<file path="config.mk">
export PLATFORM = sky130hd
export DESIGN_NAME = sccb_target
export DESIGN_NICKNAME = d
export VERILOG_FILES = /design/src/rtl/sccb_target.sv
export SDC_FILE = /design/constraint.sdc
export NUM_CORES = 2
export LEC_CHECK = 0
export ABC_AREA = 0
export CAP_MARGIN = 20
export CORE_ASPECT_RATIO = 1.2
export CORE_MARGIN = 2
export CORE_UTILIZATION = 30
export DETAILED_ROUTE_END_ITERATION = 6
export DONT_BUFFER_PORTS = 1
export GPL_TIMING_DRIVEN = 0
export PLACE_DENSITY_LB_ADDON = 0.25
export RECOVER_POWER = 50
export SLEW_MARGIN = 15
export SYNTH_ARGS = -nofsm -noshare
export SYNTH_HDL_FRONTEND = slang
export SYNTH_SLANG_ARGS = --single-unit
</file>
<file path="constraint.sdc">
create_clock -name clk -period 9.5 [get_ports clk]
set_input_delay 1.9 -clock clk [delete_from_list [all_inputs] [get_ports clk]]
set_output_delay 1.9 -clock clk [all_outputs]
set_load 0.01 [all_outputs]
</file>
<file path="src/rtl/sccb_target.sv">
// SCCB/I2C write-only target: synchronises SCL/SDA, decodes START/STOP, matches DEV_ADDR and writes
// sub-address + data bytes into a local register file. Define SCCB_TARGET_ACK_EN to drive ACK low.
module sccb_target #(
  parameter logic [7:0] DEV_ADDR    = 8'h42,
  parameter int         SYNC_STAGES = 2,
  parameter int         REG_DEPTH   = 256
) (
  input  logic       clk,
  input  logic       resetn,
  input  logic       scl_i,
  input  logic       sda_i,
  output logic       sda_oe,
  output logic       wr_en_o,
  output logic [7:0] wr_addr_o,
  output logic [7:0] wr_data_o,
  input  logic [7:0] rd_addr_i,
  output logic [7:0] rd_data_o,
  output logic       busy_o,
  output logic       err_o
);

  localparam int AW = (REG_DEPTH > 1) ? $clog2(REG_DEPTH) : 1;
`ifdef SCCB_TARGET_ACK_EN
  localparam logic ACK_EN = 1'b1;
`else
  localparam logic ACK_EN = 1'b0;
`endif

  typedef enum logic [2:0] {
    IDLE, DEV_BYTE, DEV_ACK, SUB_BYTE, SUB_ACK, DATA_BYTE, DATA_ACK, IGNORE
  } state_t;

  logic [SYNC_STAGES-1:0] r_scl_sync, r_sda_sync;
  logic                   r_scl_d, r_sda_d;
  state_t                 r_state;
  logic [3:0]             r_bitcnt;
  logic [6:0]             r_shift;
  logic [7:0]             r_addr;
  logic [7:0]             r_mem [REG_DEPTH];

  logic w_scl, w_sda, w_scl_rise, w_scl_fall, w_start, w_stop, w_in_byte;
  logic [7:0]    w_byte;
  logic [AW-1:0] w_widx, w_ridx;

  assign w_scl      = r_scl_sync[SYNC_STAGES-1];
  assign w_sda      = r_sda_sync[SYNC_STAGES-1];
  assign w_scl_rise = w_scl & ~r_scl_d;
  assign w_scl_fall = ~w_scl & r_scl_d;
  assign w_start    = w_scl & r_scl_d & r_sda_d & ~w_sda;
  assign w_stop     = w_scl & r_scl_d & ~r_sda_d & w_sda;
  assign w_in_byte  = (r_state == DEV_BYTE) || (r_state == SUB_BYTE) || (r_state == DATA_BYTE);
  assign w_byte     = {r_shift, w_sda};
  assign w_widx     = AW'(wr_addr_o % REG_DEPTH);
  assign w_ridx     = AW'(rd_addr_i % REG_DEPTH);

  // Idle bus is high, so the synchronisers reset to 1 to avoid a false edge on release.
  always_ff @(posedge clk or negedge resetn) begin
    if (!resetn) begin
      r_scl_sync <= '1;
      r_sda_sync <= '1;
      r_scl_d    <= 1'b1;
      r_sda_d    <= 1'b1;
    end else begin
      r_scl_sync <= {r_scl_sync[SYNC_STAGES-2:0], scl_i};
      r_sda_sync <= {r_sda_sync[SYNC_STAGES-2:0], sda_i};
      r_scl_d    <= w_scl;
      r_sda_d    <= w_sda;
    end
  end

  always_ff @(posedge clk or negedge resetn) begin
    if (!resetn) begin
      r_state   <= IDLE;
      r_bitcnt  <= '0;
      r_shift   <= '0;
      r_addr    <= '0;
      sda_oe    <= 1'b0;
      wr_en_o   <= 1'b0;
      wr_addr_o <= '0;
      wr_data_o <= '0;
      busy_o    <= 1'b0;
      err_o     <= 1'b0;
    end else begin
      wr_en_o <= 1'b0;
      err_o   <= 1'b0;
      if (w_stop) begin
        r_state <= IDLE;
        busy_o  <= 1'b0;
        sda_oe  <= 1'b0;
        // The STOP's own SCL rise was counted as a bit, so 2..8 means 1..7 real bits.
        if (w_in_byte && r_bitcnt >= 4'd2) err_o <= 1'b1;
      end else if (w_start) begin
        r_state  <= DEV_BYTE;
        r_bitcnt <= '0;
        busy_o   <= 1'b1;
        sda_oe   <= 1'b0;
      end else if (w_scl_rise && w_in_byte && r_bitcnt < 4'd8) begin
        r_shift  <= w_byte[6:0];
        r_bitcnt <= r_bitcnt + 4'd1;
        if (r_bitcnt == 4'd7) begin
          case (r_state)
            DEV_BYTE: if (w_byte != DEV_ADDR) begin
              r_state <= IGNORE;
              err_o   <= 1'b1;
            end
            SUB_BYTE: r_addr <= w_byte;
            default: begin
              wr_en_o   <= 1'b1;
              wr_addr_o <= r_addr;
              wr_data_o <= w_byte;
              r_addr    <= r_addr + 8'd1;
            end
          endcase
        end
      end else if (w_scl_fall) begin
        case (r_state)
          DEV_BYTE:  if (r_bitcnt == 4'd8) begin r_state <= DEV_ACK;  sda_oe <= ACK_EN; end
          SUB_BYTE:  if (r_bitcnt == 4'd8) begin r_state <= SUB_ACK;  sda_oe <= ACK_EN; end
          DATA_BYTE: if (r_bitcnt == 4'd8) begin r_state <= DATA_ACK; sda_oe <= ACK_EN; end
          DEV_ACK:   begin r_state <= SUB_BYTE;  r_bitcnt <= '0; sda_oe <= 1'b0; end
          SUB_ACK:   begin r_state <= DATA_BYTE; r_bitcnt <= '0; sda_oe <= 1'b0; end
          DATA_ACK:  begin r_state <= DATA_BYTE; r_bitcnt <= '0; sda_oe <= 1'b0; end
          default: ;
        endcase
      end
    end
  end

  always_ff @(posedge clk) begin
    if (wr_en_o) r_mem[w_widx] <= wr_data_o;
  end

  always_ff @(posedge clk or negedge resetn) begin
    if (!resetn) rd_data_o <= '0;
    else         rd_data_o <= r_mem[w_ridx];
  end

endmodule

</file>
**Word level (Yosys, flattened, before mapping)**

Memory sizes are Yosys's and may differ from the RTL's. A register that Yosys moved wholly into a read port is not among the register bits.
Index checks and enable logic that the tools add are counted.

- Reductions and logical operators: 23
- Magnitude comparators: 2
- Muxes and demuxes: 38
- Bitwise logic cells: 15
- Equality and inequality tests: 17
- Add/sub/neg operators: 2

Operator list:

| cell | number |
|---|---|
| 3-bit 2-to-1 mux | 10 |
| 1-bit 2-to-1 mux | 21 |
| 4-bit 2-to-1 mux | 4 |
| 8-bit one-hot mux with 2 select lines | 1 |
| 5-bit by 3-bit inequality test with 1-bit output, second input constant | 3 |
| 3-bit one-hot mux with 5 select lines | 1 |
| 5-bit AND reduction | 2 |
| 3-bit == test, second input constant | 3 |
| 3-bit nonzero test | 3 |
| 8-bit by 1-bit adder with 8-bit output, second input constant | 1 |
| 4-bit by 3-bit inequality test with 1-bit output, second input constant | 2 |
| 8-bit by 7-bit inequality test with 1-bit output, second input constant | 1 |
| 1-bit NOT | 8 |
| 8-bit AND reduction | 1 |
| 4-bit nonzero test | 2 |
| 1-bit bitwise AND | 7 |
| 7-bit nonzero test | 1 |
| 3-bit by 2-bit == test with 1-bit output, second input constant | 2 |
| 3-bit AND reduction | 2 |
| 3-bit OR reduction | 2 |
| 4-bit by 1-bit adder with 4-bit output, second input constant | 1 |
| 4-bit by 3-bit == test with 1-bit output, second input constant | 1 |
| 4-bit == test, second input constant | 1 |
| 4-bit by 2-bit >= comparator with 1-bit output, second input constant | 1 |
| other kinds (12) | 16 |

- Register bits: 48
- RAM bits: 2048
- Output and inout bits: 28
- Memories: 1
- Bits of input ports: 12

Memory list:

| name | depth | bits a word | rd ports | clocked after memory_dff | wr ports | line | text |
|---|---|---|---|---|---|---|---|
| r_mem | 256 | 8 | 1 | 1 | 1 | 39 | `logic [7:0] r_mem [REG_DEPTH];` |

**Logic depth before layout (Yosys ltp)**

- Word-level depth: 8
- Gate-level depth with buffers: 12
- Gate-level depth less buffers: 7

**Worst setup path after synthesis**

Ideal clock, no wire load.

- Path type: register -> output
- From: register wr_data_o[0]
- To: output wr_data_o[0]
- Arrival time: 3239 ps
- Setup slack: 4361 ps
- Stages on the path, launching flop included: 1
- Data required time: 7600 ps
- Path through: dfrtp_1

RTL lines:

| element | line | text |
|---|---|---|
| from (decl) | 15 | `output logic [7:0] wr_data_o,` |
| from (signal assigned) | 110 | `wr_data_o <= w_byte;` |

No word-level cell between the ends.

**Worst setup path after layout**

- From: register wr_data_o[0]
- To: output wr_data_o[0]

No word-level cell between the ends.

==> flow_summary.yaml <==
outcome:
  status: "finished, violations left"
  violations: "max-capacitance violations, max-slew violations"
drt:
  antenna_left: 0
  routed_via_density: 5.630
  drt_wl_total_um: 328300
  wire_per_inst_um: 40.56
  drt_pass1_iterations: 6
  drt_iter0_markers: 6750
  vias: 45570
  drc: 0
synth:
  ys_async_sr_fraction_pct: 2.615
  syn_area_um2: 82330
  synthCells: 4029
  ys_warn_count: 0
  seq_area_frac_synth_pct: 76.38
  ys_ff_latch: 2103
  avgSynthCellArea_um2: 20.44
  yosysMostFrequentCell: "edfxtp_1"
  synth_largest_area_cell: "edfxtp_1"
  synth_cell_type_count: 68
  synth_nets: 4044
  ys_top_cells_by_count: "edfxtp_1 (2048), mux4_2 (451), nor2_1 (307)"
  synthTopCellsByArea: "edfxtp_1 (75%), mux4_2 (12%), mux2i_1 (2.9%), dfrtp_1 (1.5%), nor2_1 (1.4%)"
  synth_edf_count: 2048
  synth_ff_type: "edfxtp_1"
  synth_top_area_share_pct: 74.70
clock_network:
  cts_tree: "done"
  post_cts_buffers: 0
  clock_sinks: 2103
  htreeDepth: 4
  cts.clk_slew.worst_paths_ns: 0.06
  root_buffer: "clkbuf_16"
  clock_latency_ns: 0.89
  cts_buffer_depth: 4
  cts_resized: 0
  ctsHoldBuffers: 0
  cts_buffers: 220
sta:
  fin_crit_sh_pct: 74.00
  max_freq_mhz: 142.2
  finalMaxSlewViolations: 1470
  fin_tns_setup_ns: 0
  hold_viol_final: 0
  slew-limit-headroom_pct: -149.0
  worst_slack_ns: 2.470
  fin_crit_ns: 7.030
  grt_setup_unrepaired: "false"
  worst_pin_slew_ns: 3.735
  skew_ns: 0.04504
  finalSetupViolations: 0
pwr:
  p_total_mw: 19.53
  powerDensity_nw_per_um2: 206.0
  power.internal_mw: 15.07
  p_seq_share_pct: 51.7
  clockPowerShare_pct: 43.9
  pwr-share-comb_pct: 4.4
  max-vdd-ir-drop_mv: 0.1528
  p_sw_share_pct: 22.84
  p_leak_nw: 29.72
  p_sw_mw: 4.461
setup_path:
  cp_common_cell: "buf_16"
  cp-start-kind: "flip-flop"
  worstSetupPathDepth: 3
  cp_cell_sequence: "clkbuf_1 > buf_16 > buf_16"
  end_kind: "output pin"
  r2r_cells: 2
  critPathBufInv: 3
  critPathSlowestCell: "clkbuf_1"
  slowest_delay_ns: 2.18
  arrival_ns: 5.13
  critPathTopFamily: "buffers and inverters"
  critPathKind: "flip-flop to output pin"
  worstPathRequired_ns: 7.60
  worstPathMaxFanout: 72
place:
  port_buffers: 0
  preCtsSetupSlack_ns: 2.867
  gp_congestion: 0.9823
  dpl.hpwl_um: 222100
  numPlacedInstances: 7691
layout:
  drive_above_1_share_pct: 23.18
  area.sequential_um2: 62880
  fillerInstances: 25520
  multi_input_area_um2: 17950
  fin_nets: 4326
  areaGrowthSynthToFinish_pct: 15.17
  instances_no_fill: 8093
die:
  die_y_um: 577.9
  num_rows: 210
  core_um2: 272700
  die_w_um: 482.2
  fp.dieArea_um2: 278700
  initial_core_util_pct: 30.19
  io-pin-count: 40
global_routing:
  antenna_found_initial: 27
  gr-total-overflow: 0
  grt_usage_pct: 23.14
  grt_pass1_wl_um: 425900
  grt_max_degree: 77
  grt_pass1_vias: 44250
hold_path:
  min_delay_path_depth: 0
  hold_path_class: "flip-flop to flip-flop"
run:
  cap_violations: 26
==> flip-flops by register name (all words and copies together) (netlist names) <==
signal	count
wr_en_o	1
wr_addr_o	8
r_addr	8
busy_o	1
r_shift	7
wr_data_o	8
r_bitcnt	4
r_sda_d	1
r_state	3
rd_data_o	8
err_o	1
r_sda_sync	2
r_mem	2048
r_scl_sync	2
r_scl_d	1
==> power by group through the flow <==
stage               sequential [mW]  combinational, mW  clock, mW
floorplan                      10.3              0.381          0
global placement               10.3              0.828          0
detailed placement             10.3              0.838          0
CTS                            10.1              0.839       8.62
global route                   10.1              0.853       8.95
finish                         10.1              0.860       8.58
==> cells by family after synthesis <==
| kind of cell | count (synthesis) | share of synthesized area, % |
|---|---|---|
| compound gates | 352 | 2.921 |
| flops | 2103 | 76.38 |
| mux | 724 | 15.70 |
| buf+inv | 252 | 1.854 |
| simple gates | 593 | 3.083 |
| xor+xnor | 1 | 0.01064 |
| other cells | 1 | 0.004555 |
| fa+ha+maj | 3 | 0.04560 |
==> path summary, 6_finish.rpt <==
path	start	endpoint	slack (ns)
worst max-delay path	wr_data_o[0]	wr_data_o[0]	2.47
worst min-delay path	r_sda_sync[0]	r_sda_sync[1]	0.36
worst max register to register	wr_data_o[5]	r_mem[70][5]	2.69
worst min register to register	r_sda_sync[0]	r_sda_sync[1]	0.36
max in group asynchronous	resetn	r_scl_sync[0]	8.58
min in group asynchronous	resetn	rd_data_o[3]	0.71
==> metrics by stage <==
stage	utilization [%]	area (um2)	hold slack (ns)
after floorplan	-	82330	0.3452
after global placement	31.84	86840	0.3468
after detailed placement	32.39	88330	0.3473
after CTS	34.93	95260	0.3595
after global routing	34.76	94810	0.3687
final	34.77	94820	0.3627
==> layout make-up <==
type	count	share of cell area, %
Tap cell	3604	4.756
Sequential cell	2103	66.32
Clock buffer	261	6.045
Timing Repair Buffer	60	0.9844
Inverter	8	0.03167
Antenna cell	7	0.01847
Multi-Input combinational cell	1674	18.94
Clock inverter	132	1.269
Buffer	244	1.643
==> layer usage <==
metal	vias up	wire length (um)	share of wire [%]	GRT usage, %
li1	17280	-	-	-
met1	24800	121200	37	28.57
met2	2713	153300	47	36.74
met3	768	27900	8.5	4.907
met4	8	25830	7.9	15.21
met5	-	71	0.022	0
==> cells in the final DEF (no fill, tap or decap), drive strengths merged, types with 9 or more instances in the layout <==
cell type	synthesis	routed
nand4	17	17
mux2i	241	241
nand2	121	121
dfrtp	49	49
mux4	451	451
nor3	23	23
nor2b	19	19
a21oi	79	79
a211oi	18	18
o21ai	49	49
bufinv	0	19
mux2	32	32
clkinv	1	98
buf	147	183
o221ai	77	77
nor4	11	11
clkbuf	97	381
edfxtp	2048	2048
nor2	307	307
nand3	66	66
inv	7	15
a22oi	9	9
a31oi	14	14
o22ai	52	52
No activity file was read; power rests on OpenSTA's default activity.
